## config.mk

```make
export PLATFORM = sky130hd
export DESIGN_NAME = mat_result_streamer_flat
export DESIGN_NICKNAME = d
export VERILOG_FILES = /design/src/rtl/mat_result_streamer_if.sv /design/src/rtl/mat_result_streamer.sv /design/src/flat_wrapper.sv
export SDC_FILE = /design/constraint.sdc
export NUM_CORES = 1
export LEC_CHECK = 0
export BUFFER_PORTS_ARGS = -buffer_cell sky130_fd_sc_hd__buf_2
export CORE_MARGIN = 2
export CORE_UTILIZATION = 59
export DETAILED_ROUTE_END_ITERATION = 10
export HOLD_SLACK_MARGIN = 0.15
export PLACE_DENSITY = 0.83
export SETUP_SLACK_MARGIN = 0.02
export SKIP_CTS_REPAIR_TIMING = 1
export SLEW_MARGIN = 10
export SYNTH_ARGS = -nofsm -noshare
export SYNTH_HDL_FRONTEND = slang
export SYNTH_SLANG_ARGS = --single-unit
```

## constraint.sdc

```tcl
create_clock -name clk -period 4.9 [get_ports clk]
set_clock_uncertainty 0.05 [all_clocks]
set_input_delay 0.49 -clock clk [delete_from_list [all_inputs] [get_ports clk]]
set_output_delay 0.49 -clock clk [all_outputs]
set_load 0.02 [all_outputs]
```

## src/rtl/mat_result_streamer_if.sv

```systemverilog
// Handshake bundle between the matrix producer, the element streamer and the
// narrow element consumer. The master side is the upstream/downstream
// environment; the slave side is the streamer itself.
interface mat_result_streamer_if #(
    parameter int unsigned Bit = 3,
    parameter int unsigned N   = 2,
    parameter int unsigned P   = 2
);
    localparam int unsigned RW = (N > 1) ? $clog2(N) : 1;
    localparam int unsigned CW = (P > 1) ? $clog2(P) : 1;

    logic                 load;
    logic                 load_ready;
    logic [Bit*N*P-1:0]   matriz_in;
    logic                 out_valid;
    logic                 out_ready;
    logic [Bit-1:0]       out_data;
    logic [RW-1:0]        out_row;
    logic [CW-1:0]        out_col;
    logic                 out_last;
    logic                 busy;

    modport master (
        output load, matriz_in, out_ready,
        input  load_ready, out_valid, out_data, out_row, out_col, out_last, busy
    );

    modport slave (
        input  load, matriz_in, out_ready,
        output load_ready, out_valid, out_data, out_row, out_col, out_last, busy
    );
endinterface

```

## src/rtl/mat_result_streamer.sv

```systemverilog
// Streams a packed N x P result matrix out one element per handshake in
// row-major order. An active buffer drains while a pending buffer holds the
// next matrix, so back-to-back matrices stream without bubbles.
module mat_result_streamer #(
    parameter int unsigned Bit = 3,
    parameter int unsigned N   = 2,
    parameter int unsigned P   = 2
) (
    input logic                 clk,
    input logic                 rst,
    input logic                 clk_enable,
    mat_result_streamer_if.slave bus
);
    localparam int unsigned RW = (N > 1) ? $clog2(N) : 1;
    localparam int unsigned CW = (P > 1) ? $clog2(P) : 1;
    localparam int unsigned W  = Bit * N * P;

    typedef enum logic [0:0] {StIdle, StStream} state_e;

    state_e          state_q, state_d;
    logic            pend_full_q, pend_full_d;
    logic [W-1:0]    act_q, act_d;
    logic [W-1:0]    pend_q, pend_d;
    logic [RW-1:0]   r_q, r_d;
    logic [CW-1:0]   c_q, c_d;

    logic            accept;
    logic            fire;
    logic            last;
    logic            load_ready;
    logic            out_valid;

    // Unpack the active matrix so the element select is a plain 2-D index.
    logic [Bit-1:0]  elems [N][P];
    for (genvar i = 0; i < N; i++) begin : g_row
        for (genvar j = 0; j < P; j++) begin : g_col
            assign elems[i][j] = act_q[(i*P+j)*Bit +: Bit];
        end
    end

    // Handshake qualifiers and element outputs, all derived from registers.
    always_comb begin
        load_ready = clk_enable & ~pend_full_q;
        out_valid  = clk_enable & (state_q == StStream);
        last       = (r_q == RW'(N-1)) && (c_q == CW'(P-1));
        accept     = bus.load & load_ready;
        fire       = out_valid & bus.out_ready;

        bus.load_ready = load_ready;
        bus.out_valid  = out_valid;
        bus.out_data   = elems[r_q][c_q];
        bus.out_row    = r_q;
        bus.out_col    = c_q;
        bus.out_last   = last;
        bus.busy       = (state_q == StStream) | pend_full_q;
    end

    // Next-state: index advance on fire, buffer hand-over at matrix end.
    always_comb begin
        state_d     = state_q;
        pend_full_d = pend_full_q;
        act_d       = act_q;
        pend_d      = pend_q;
        r_d         = r_q;
        c_d         = c_q;

        if (fire) begin
            if (last) begin
                r_d = '0;
                c_d = '0;
                if (pend_full_q) begin
                    act_d       = pend_q;
                    pend_full_d = 1'b0;
                end else if (accept) begin
                    // New matrix bypasses the pending slot entirely.
                    act_d = bus.matriz_in;
                end else begin
                    state_d = StIdle;
                end
            end else if (c_q == CW'(P-1)) begin
                c_d = '0;
                r_d = r_q + RW'(1);
            end else begin
                c_d = c_q + CW'(1);
            end
        end

        if (accept && !(fire && last)) begin
            if (state_q == StIdle) begin
                act_d   = bus.matriz_in;
                state_d = StStream;
                r_d     = '0;
                c_d     = '0;
            end else begin
                pend_d      = bus.matriz_in;
                pend_full_d = 1'b1;
            end
        end
    end

    // State registers; with clk_enable low no accept/fire occurs, so all hold.
    always_ff @(posedge clk) begin
        if (rst) begin
            state_q     <= StIdle;
            pend_full_q <= 1'b0;
            act_q       <= '0;
            pend_q      <= '0;
            r_q         <= '0;
            c_q         <= '0;
        end else begin
            state_q     <= state_d;
            pend_full_q <= pend_full_d;
            act_q       <= act_d;
            pend_q      <= pend_d;
            r_q         <= r_d;
            c_q         <= c_d;
        end
    end
endmodule

```

## src/flat_wrapper.sv

```systemverilog
// flat-port wrapper written by rule: the top's interface ports become plain ports
module mat_result_streamer_flat 
#(
    parameter int unsigned Bit = 3,
    parameter int unsigned N   = 2,
    parameter int unsigned P   = 2
)
  (clk, rst, clk_enable, bus_load, bus_matriz_in, bus_out_ready, bus_load_ready, bus_out_valid, bus_out_data, bus_out_row, bus_out_col, bus_out_last, bus_busy);
  mat_result_streamer_if #(.Bit(Bit), .N(N), .P(P)) bus_i ();
  input logic clk;
  input logic rst;
  input logic clk_enable;
  input wire logic [$bits(bus_i.load)-1:0] bus_load;
  input wire logic [$bits(bus_i.matriz_in)-1:0] bus_matriz_in;
  input wire logic [$bits(bus_i.out_ready)-1:0] bus_out_ready;
  output wire logic [$bits(bus_i.load_ready)-1:0] bus_load_ready;
  output wire logic [$bits(bus_i.out_valid)-1:0] bus_out_valid;
  output wire logic [$bits(bus_i.out_data)-1:0] bus_out_data;
  output wire logic [$bits(bus_i.out_row)-1:0] bus_out_row;
  output wire logic [$bits(bus_i.out_col)-1:0] bus_out_col;
  output wire logic [$bits(bus_i.out_last)-1:0] bus_out_last;
  output wire logic [$bits(bus_i.busy)-1:0] bus_busy;
  assign bus_i.load = bus_load;
  assign bus_i.matriz_in = bus_matriz_in;
  assign bus_i.out_ready = bus_out_ready;
  assign bus_load_ready = bus_i.load_ready;
  assign bus_out_valid = bus_i.out_valid;
  assign bus_out_data = bus_i.out_data;
  assign bus_out_row = bus_i.out_row;
  assign bus_out_col = bus_i.out_col;
  assign bus_out_last = bus_i.out_last;
  assign bus_busy = bus_i.busy;
  mat_result_streamer #(.Bit(Bit), .N(N), .P(P)) u_core (.clk(clk), .rst(rst), .clk_enable(clk_enable), .bus(bus_i));
endmodule
```

Word-level counts from Yosys, hierarchy flattened
Cells that the tools add are included.

cells by class
  add/sub/neg operators = 2
  magnitude comparators = 2
  multiplexer cells = 32
  bitwise operators = 8
  reductions and logical operators = 5

operators with widths
  operator                                                  count
  12-bit two-way mux                                        6
  1-bit two-way mux                                         20
  6-bit two-way mux                                         3
  3-bit two-way mux                                         3
  1-bit bitwise AND                                         4
  2-bit greater-or-equal comparator, second input constant  2
  1-bit inverter with 2-bit output                          2
  1-bit logical AND                                         3
  1-bit adder, second input constant                        2
  2-bit AND reduction                                       1
  1-bit logical NOT                                         1
  1-bit inverter                                            1
  1-bit OR                                                  1

word-level totals
  register bits after elaboration = 28
  bits of input ports = 17
  output and inout port bits = 9
  logic and storage cells = 55

Longest topological paths before layout
Gate-level depths: netlist of the first run.

  depth in word-level cells = 9
  mapped depth = 7
  depth with buffers taken out = 5

Least setup slack after synthesis of the first run
No wires, ideal clock.

  kind = flip-flop to flip-flop
  start = register u_core.c_q, in the netlist u_core.bus.out_col
  end = register u_core.act_q[3]
  setup time = 0.088 ns
  data arrival time = 1.785 ns
  data required time = 4.762 ns
  setup slack = 2.977 ns
  cell stages (with the launch flop) = 6
  path buffers = 1
  cell sequence = dfxtp_1 > ha_1 > and4_1 > buf_2 > o211ai_1 > a311oi_2

on the way
  longest elaborated chain between the ends = 5
  elaborated cells on any way between the ends = 8
  classes of those cells = mux (4); reduce/logical (4)

RTL lines
  what                                                            line                                                  source
  from (decl)                                                     mat_result_streamer.sv:25                             logic [CW-1:0] c_q, c_d;
  from (signal assigned)                                          mat_result_streamer.sv:109                            c_q <= '0;
  from (signal assigned)                                          mat_result_streamer.sv:116                            c_q <= c_d;
  1-bit logical AND *                                             mat_result_streamer.sv:45                             last = (r_q == RW'(N-1)) && (c_q == CW'(P-1));
  via bus_out_last                                                flat_wrapper.sv:21                                    output wire logic [$bits(bus_i.out_last)-1:0] bus_out_last;
  12-bit two-way mux / 1-bit logical AND (equally long branches)  mat_result_streamer.sv:68, mat_result_streamer.sv:88
  12-bit two-way mux / 1-bit logical NOT (equally long branches)  mat_result_streamer.sv:67, mat_result_streamer.sv:88
  12-bit two-way mux / 1-bit logical AND (equally long branches)  mat_result_streamer.sv:89, mat_result_streamer.sv:88
  12-bit two-way mux *                                            mat_result_streamer.sv:88                             if (accept && !(fire && last)) begin
  to (signal assigned)                                            mat_result_streamer.sv:113                            act_q <= act_d;
  to (decl)                                                       mat_result_streamer.sv:22                             logic [W-1:0] act_q, act_d;

The timed path passes the listed nets; every way through them passes the cells marked *.
A chain may end at the register's enable or synchronous reset.

==> results_dict.tcl, run 1 <==
set metrics [dict create \
    rsz0062_at_grt "false" \
    fp.dieH_um 55.4 \
    grt_use_met2_pct 40.8 \
    met3_usage_pct 5.62 \
    gp_congestion 0.772 \
    synth_nets 181 \
    fmax_mhz 417 \
    vias_per_cell 6.21 \
    crit_fanout 31 \
    status "complete, no violations" \
    power.density_nw_per_um2 279 \
    dieArea_um2 3060 \
    worst_hold_path_type "in2reg" \
    area_growth_pct 7.48 \
    cap_violations 0 \
    grt.overflow.total 0 \
    cp-endpoint "u_core.pend_q[3]$_SDFFE_PP0P_" \
    path_class "reg2reg" \
    place.port_buffers 25 \
    drtPass1Iterations 4 \
    postRouteAntennaNets 0 \
    fill_cells 205 \
    post-route-period-util_pct 49.0 \
    worstHoldStart "bus_matriz_in[7]" \
    synth_seq_cells 28 \
    synth-simple-area-share_pct 20.2 \
    holdWs_ps 334 \
    setup_tns_ps 0 \
    synth-xor-area-share_pct 0 \
    num_vias 1305 \
    drc 0 \
    insertion_delay_ps 330 \
    synth_area_leaders "dfxtp_1 (36%), mux2i_1 (8.4%), a311oi_2 (7.7%)" \
    sw_frac_of_total_pct 24.8 \
    clk_path_buf_depth 2 \
    avgSynthCellArea_um2 9.55 \
    required_ps 5060 \
    fin_util_pct 66.9 \
    synth_top_area_cell "dfxtp_1" \
    cts.clk_slew.worst_paths_ps 150 \
    synth_top_family_by_area "simple AND/OR/NAND/NOR gates" \
    initial_utilization_pct 62.3 \
    detailed_place_hpwl_mm 2.41 \
    regArea_um2 561 \
    finalNetCount 199 \
    wirelength_mm 3.43 \
    synth.mux.area_fraction_pct 18.5 \
    synth_top_cell_area_share_pct 36.0 \
    syn-instance-count 163 \
    multi_input_area_um2 897 \
    reg2reg_depth 4 \
    clockPowerShare_pct 32.4 \
    p_sw_mw 0.116 \
    synth.cell_area_um2 1560 \
    maxSlewHeadroom_pct 38.2 \
    r2r_end "u_core.pend_q[3]$_SDFFE_PP0P_" \
    grt_pass1_wl_mm 5.88 \
    yosys.area_share.adder_pct 0.804 \
    busiest_layer "met2" \
    critPathLaunchType "flip-flop" \
    drt_iter0_drc 38 \
    setup_viol 0 \
    final.min_clock_period_ps 2400 \
    antenna_found_initial 0 \
    core_area_um2 2500 \
    n_antenna_cell 0 \
    power_frac_comb_pct 14.6 \
    gr-usage-met1_pct 29.3 \
    cp-end-kind "flip-flop" \
    ys_types 30 \
    row_count 18 \
    cts.sinks 28 \
    cts-root-buf "clkbuf_4" \
    track_usage_pct 23.8 \
    p_seq_share_pct 53.0 \
    drive_gt1_share_pct 28.3 \
    hold_viol 0 \
    synth_compound_area_share_pct 18.2 \
    leakage_nw 0.705 \
    dieWidth_um 55.4 \
    wl_per_cell_um 16.3 \
    grt_pass1_vias 1280 \
    ys_seq_area_share_pct 36.0 \
    peakVddDrop_mv 0.257 \
    grt_start_max_net_pins 32 \
    cts_buffers 3 \
    synth_warnings 0 \
    num_io_pins 26 \
    htree_levels 1 \
    finalMaxSlewViolations 0 \
    tritoncts "yes" \
    timing_worst_slew_pin_value_ps 926 \
    critPathArrivalTime_ps 2560 \
    rrSetupSlack_ps 2500 \
    power.internal_mw 0.350 \
]
[cell usage after synthesis]
cell	n
nand2b_1	9
nor3_1	2
buf_12	1
and4_1	1
nor4_1	1
nand2_1	17
a22oi_1	4
mux4_2	3
nand4_1	1
nand3_1	6
dfxtp_1	28
buf_2	1
mux2_2	8
and2_1	1
o211ai_1	8
ha_1	1
or3_1	1
clkbuf_8	1
buf_4	1
or2_2	1
clkbuf_1	5
nand2_8	1
nor2_1	23
a211oi_2	1
buf_6	3
mux2i_1	13
and2b_1	1
a311oi_2	8
a21oi_1	3
o21ai_0	9
[power groups by stage]
stage | sequential, mW | clock (mW) | combinational (mW)
6_report | 0.247 | 0.151 | 0.0681
5_1_grt | 0.249 | 0.164 | 0.0742
4_1_cts | 0.247 | 0.154 | 0.0680
3_5_place_dp | 0.252 | 0 | 0.0678
3_3_place_gp | 0.251 | 0 | 0.0646
2_1_floorplan | 0.247 | 0 | 0.0556
[stage by stage]
stage                     area, um2  total power, mW  instances  setup slack (ps)
after detailed placement       1620            0.319        206              2550
after global placement         1620            0.316        206              2610
after floorplan                1560            0.303        163              2980
after global routing           1670            0.487        210              2330
final                          1670            0.466        210              2500
after CTS                      1670            0.469        210              2530
[state kept, by name, summed over array words and instances (netlist names), named ones only]
| name | cells |
|---|---|
| u_core.pend_q | 12 |
| u_core.bus.out_row | 1 |
| u_core.act_q | 12 |
| u_core.bus.out_col | 1 |
| u_core.state_q | 1 |
[worst min-delay path by stage]
stage,endpoint,depth (start not counted),slack (ps)
final,u_core.act_q[7]$_SDFF_PP0_,3,330
after global routing,u_core.act_q[7]$_SDFF_PP0_,3,330
after CTS,u_core.act_q[7]$_SDFF_PP0_,3,320
after detailed placement,u_core.pend_q[4]$_SDFFE_PP0P_,2,430
after global placement,u_core.pend_q[2]$_SDFFE_PP0P_,2,420
after floorplan,u_core.pend_q[0]$_SDFFE_PP0P_,2,400
[cell type report]
cell class | instances | area share (%)
clock buffer | 3 | 1.35
clock inverter | 1 | 1.80
multi-input combinational | 123 | 53.6
tap | 30 | 2.24
timing repair buffer | 25 | 7.48
sequential | 28 | 33.5
[worst max-delay path, cell delays in order, from the launching register on]
cell	delay [ps]
dfxtp_1	960
and2b_1	290
nand4_1	650
mux2i_1	260
nor2_1	70
[cell families (layout without fill, tap and decap cells)]
family,count (synthesis),in the layout
flops,28,28
buf+inv,12,29
fa+ha+maj,1,1
compound gates,33,33
simple gates,65,65
mux,24,24
[cell usage in the layout (no fill, tap or decap)]
cell	netlist	layout
clkbuf_4	0	3
a211oi_2	1	1
or2_2	1	1
nor3_1	2	2
nand2b_1	9	9
nand4_1	1	1
nor4_1	1	1
a22oi_1	4	4
bufinv_16	0	1
nand2_8	1	1
mux4_2	3	3
nand3_1	6	6
or3_1	1	1
and4_1	1	1
nor2_1	23	23
and2_1	1	1
nand2_1	17	17
mux2_2	8	8
o21ai_0	9	9
ha_1	1	1
and2b_1	1	1
a21oi_1	3	3
dfxtp_1	28	28
a311oi_2	8	8
o211ai_1	8	8
mux2i_1	13	13
buf_2	1	25
[routing by layer]
metal	share of wire, %	wire length (um)	vias up
li1	-	-	624
met1	42	1450	637
met2	51	1740	40
met3	6.0	206	4
met4	0.87	30	0
met5	0	0	-
Power figures use the tool's default switching activity.
==> inputs of run 2 (changes only) <==
Settings changed: CORE_UTILIZATION 59 to 55, PLACE_DENSITY 0.83 to 0.78.
Clock period 4.9 ns to 2.3 ns, I/O delays scaled along.
==> results_dict.tcl, run 2 (same netlist as run 1, synthesis figures left out) <==
set metrics [dict create \
    status "complete, no violations" \
    reg2reg_depth 5 \
    holdWs_ps 109 \
    critPathLaunchType "flip-flop" \
    multi_input_area_um2 897 \
    wirelength_mm 3.56 \
    num_vias 1335 \
    crit_fanout 7 \
    hold_viol 0 \
    vias_per_cell 5.99 \
    track_usage_pct 22.3 \
    finalMaxSlewViolations 0 \
    grt_pass1_wl_mm 5.72 \
    core_area_um2 2710 \
    required_ps 2440 \
    p_sw_mw 0.251 \
    n_antenna_cell 0 \
    clockPowerShare_pct 32.2 \
    postRouteAntennaNets 0 \
    worstHoldPathCells 3 \
    cts_buffers 3 \
    power.internal_mw 0.758 \
    fmax_mhz 508 \
    wl_per_cell_um 16.0 \
    insertion_delay_ps 330 \
    cts.sinks 28 \
    path_class "reg2reg" \
    area_growth_pct 14.8 \
    post-route-period-util_pct 85.5 \
    drive_gt1_share_pct 28.1 \
    cp-end-kind "flip-flop" \
    critPathArrivalTime_ps 2110 \
    power.total_mw 1.01 \
    row_count 19 \
    drt_iter0_drc 51 \
    dieWidth_um 57.2 \
    dieArea_um2 3270 \
    num_io_pins 26 \
    maxSlewHeadroom_pct 46.8 \
    htree_levels 1 \
    regArea_um2 561 \
    cts-root-buf "clkbuf_4" \
    fill_cells 224 \
    final_common_cell "dfxtp_1" \
    power_frac_comb_pct 15.8 \
    drc 0 \
    most-common-layout-cells "dfxtp_1 (28), buf_2 (25), nor2_1 (23), nand2_1 (17), mux2i_1 (13)" \
    initial_utilization_pct 57.4 \
    drtPass1Iterations 4 \
    grt_start_max_net_pins 26 \
    post_dp_cell_area_um2 1640 \
    grt.overflow.total 0 \
    power.density_nw_per_um2 565 \
    setup_tns_ps 0 \
    peakVddDrop_mv 0.656 \
    antenna_found_initial 0 \
    cts.clk_slew.worst_paths_ps 160 \
    gp_congestion 0.848 \
    timing_worst_slew_pin_value_ps 798 \
    tritoncts "yes" \
    setup_viol 0 \
    detailed_place_hpwl_mm 2.47 \
    fin_area_um2 1790 \
    place.port_buffers 25 \
    grt_pass1_vias 1302 \
    top_regs "u_core.act_q (12), u_core.pend_q (12)" \
    sw_frac_of_total_pct 24.9 \
    fp.dieH_um 57.2 \
    rsz0062_at_grt "false" \
    clk_path_buf_depth 2 \
    leakage_nw 0.758 \
    p_seq_share_pct 52.0 \
    worst_hold_path_type "in2reg" \
    finalNetCount 211 \
    final.min_clock_period_ps 1970 \
    cap_violations 0 \
]
run 2: layout make-up:
class	instances	area share, %
Timing Repair Buffer	37	13.3
Clock inverter	1	1.68
Tap cell	31	2.17
Clock buffer	3	1.26
Multi-Input combinational cell	123	50.2
Sequential cell	28	31.4
run 2: final timing paths:
| kind | slack (ps) | startpoint | end |
|---|---|---|---|
| worst min-delay path | 110 | bus_matriz_in[1] | u_core.pend_q[1]$_SDFFE_PP0P_ |
| worst max register to register | 330 | u_core.bus.out_col$_SDFF_PP0_ | u_core.act_q[10]$_SDFF_PP0_ |
| worst max-delay path | 330 | u_core.bus.out_col$_SDFF_PP0_ | u_core.act_q[10]$_SDFF_PP0_ |
| worst min register to register | 460 | u_core.pend_q[4]$_SDFFE_PP0P_ | u_core.pend_q[4]$_SDFFE_PP0P_ |
run 2: metal layers:
metal  global-route usage (%)  up-vias  part of all wire (%)
li1                         -      650                     -
met1                     26.2      634                    43
met2                     39.2       45                    51
met3                     5.67        6                   4.4
met4                     7.97        0                   1.9
met5                        0        -                     0
run 2: through the flow:
| stage | instances | util, % | setup slack, ps |
|---|---|---|---|
| 6_report | 223 | 65.9 | 333 |
| 3_3_place_gp | 210 | 60.7 | 472 |
| 2_1_floorplan | 163 | - | 377 |
| 3_5_place_dp | 210 | 60.7 | 378 |
| 5_1_grt | 223 | 65.9 | 145 |
| 4_1_cts | 214 | 62.6 | 323 |
run 2: critical path, cell delays in order, from the launching register on:
cell and delay, ps:
dfxtp_1 540, ha_1 280, and4_1 370, o21ai_0 250, a22oi_1 240, a211oi_2 100
run 2: power groups by stage:
stage               registers (mW)  logic, mW  clock network (mW)
finish                       0.524      0.160               0.325
global route                 0.528      0.172               0.348
CTS                          0.524      0.148               0.331
detailed placement           0.534      0.148                   0
global placement             0.533      0.142                   0
floorplan                    0.527      0.118                   0
==> inputs of run 3 (changes only) <==
Settings changed: CAP_MARGIN set to 20, PLACE_DENSITY 0.78 to 0.86.
==> results_dict.tcl, run 3 (same netlist as run 1, synthesis figures left out) <==
set metrics [dict create \
    status "complete, no violations" \
    gp_congestion 0.795 \
    required_ps 2480 \
    drc 0 \
    n_antenna_cell 0 \
    grt_start_max_net_pins 20 \
    htree_levels 1 \
    track_usage_pct 22.2 \
    insertion_delay_ps 330 \
    clk_path_buf_depth 2 \
    cp_cell_sequence "ha_1 > and4_1 > o21ai_0 > a22oi_1 > o21ai_0" \
    cp.depth 5 \
    grt_pass1_vias 1237 \
    r2r-start "u_core.bus.out_col$_SDFF_PP0_" \
    grt_pass1_wl_mm 5.79 \
    drive_gt1_share_pct 28.2 \
    vias_per_cell 5.91 \
    detailed_place_hpwl_mm 2.37 \
    holdWs_ps 132 \
    r2r_end "u_core.act_q[11]$_SDFF_PP0_" \
    area_growth_pct 15.5 \
    dieArea_um2 3270 \
    antenna_found_initial 0 \
    final.min_clock_period_ps 1980 \
    cts.clk_slew.worst_paths_ps 150 \
    initial_utilization_pct 57.4 \
    critPathArrivalTime_ps 2160 \
    postRouteAntennaNets 0 \
    worst_hold_path_type "in2reg" \
    drt_iter0_drc 41 \
    cts_buffers 3 \
    wl_per_cell_um 15.3 \
    crit_family "compound AO/OA/AOI/OAI gates" \
    path_class "reg2reg" \
    holdPathEnd "u_core.pend_q[0]$_SDFFE_PP0P_" \
    cp_num_buf_inv 0 \
    post-route-period-util_pct 86.1 \
    cts.sinks 28 \
    post_dp_cell_area_um2 1650 \
    place.port_buffers 25 \
    timing_worst_slew_pin_value_ps 794 \
    hold_viol 0 \
    maxSlewHeadroom_pct 47.1 \
    num_io_pins 26 \
    critPathLaunchType "flip-flop" \
    dieWidth_um 57.2 \
    fmax_mhz 505 \
    rsz0062_at_grt "false" \
    worstHoldPathCells 3 \
    power.density_nw_per_um2 520 \
    worstHoldStart "bus_matriz_in[0]" \
    cp-end-kind "flip-flop" \
    top_regs "u_core.act_q (12), u_core.pend_q (12)" \
    core_area_um2 2710 \
    setup_viol 0 \
    cpMaxStageDelayCell "dfxtp_1" \
    most-common-layout-cells "dfxtp_1 (28), buf_2 (25), nor2_1 (23), nand2_1 (17), mux2i_1 (13)" \
    cts-root-buf "clkbuf_4" \
    setup_tns_ps 0 \
    finalMaxSlewViolations 0 \
    tritoncts "yes" \
    fin_area_um2 1800 \
    wirelength_mm 3.47 \
    reg2reg_depth 5 \
    finalNetCount 214 \
    num_vias 1335 \
    leakage_nw 0.764 \
    crit_fanout 7 \
    startpoint "u_core.bus.out_col$_SDFF_PP0_" \
    row_count 19 \
    fp.dieH_um 57.2 \
    cpPeakStageDelay_ps 560 \
    peakVddDrop_mv 0.420 \
    final_common_cell "dfxtp_1" \
    drtPass1Iterations 4 \
    rrSetupSlack_ps 320 \
    cp_common_cell "o21ai_0" \
    grt.overflow.total 0 \
    cap_violations 0 \
]
## run 3: area by class of cell
class | count | area, um2
Sequential cell | 28 | 561
Tap cell | 31 | 38.8
Timing Repair Buffer | 40 | 265
Clock buffer | 4 | 36.3
Multi-Input combinational cell | 123 | 897
Fill cell | 232 | 912
## run 3: tightest hold or removal path, delay by kind of cell
family,cells,cell delay [ps]
buffers and inverters,1,100
multiplexers,1,70
AND/OR/NAND/NOR,1,90
## run 3: worst max path at each step
stage                     slack [ps]                     endpoint
after floorplan                  380   u_core.act_q[3]$_SDFF_PP0_
after global placement           500  u_core.act_q[10]$_SDFF_PP0_
after detailed placement         370  u_core.act_q[10]$_SDFF_PP0_
after CTS                        300  u_core.act_q[11]$_SDFF_PP0_
after global routing             150  u_core.act_q[11]$_SDFF_PP0_
final                            320  u_core.act_q[11]$_SDFF_PP0_
## run 3: metrics by stage
step	power (mW)	utilization, %	worst slack, ps	instances
global route	0.976	66.3	153	226
finish	0.936	66.3	320	226
global placement	0.675	60.9	496	211
CTS	0.924	62.3	300	215
floorplan	0.646	-	377	163
detailed placement	0.682	60.9	368	211
## run 3: metal layers
metal | part of all wire, % | track usage (%) | up-vias
li1 | - | - | 653
met1 | 45 | 30.0 | 626
met2 | 49 | 36.6 | 50
met3 | 5.3 | 2.95 | 6
met4 | 1.2 | 7.97 | 0
met5 | 0 | 0 | -
## run 3: report_power, final
part,switching (mW),leakage (nW),internal [mW]
registers,0.0184,0.228,0.506
logic,0.0844,0.515,0.0785
clock network,0.152,0.0210,0.0969
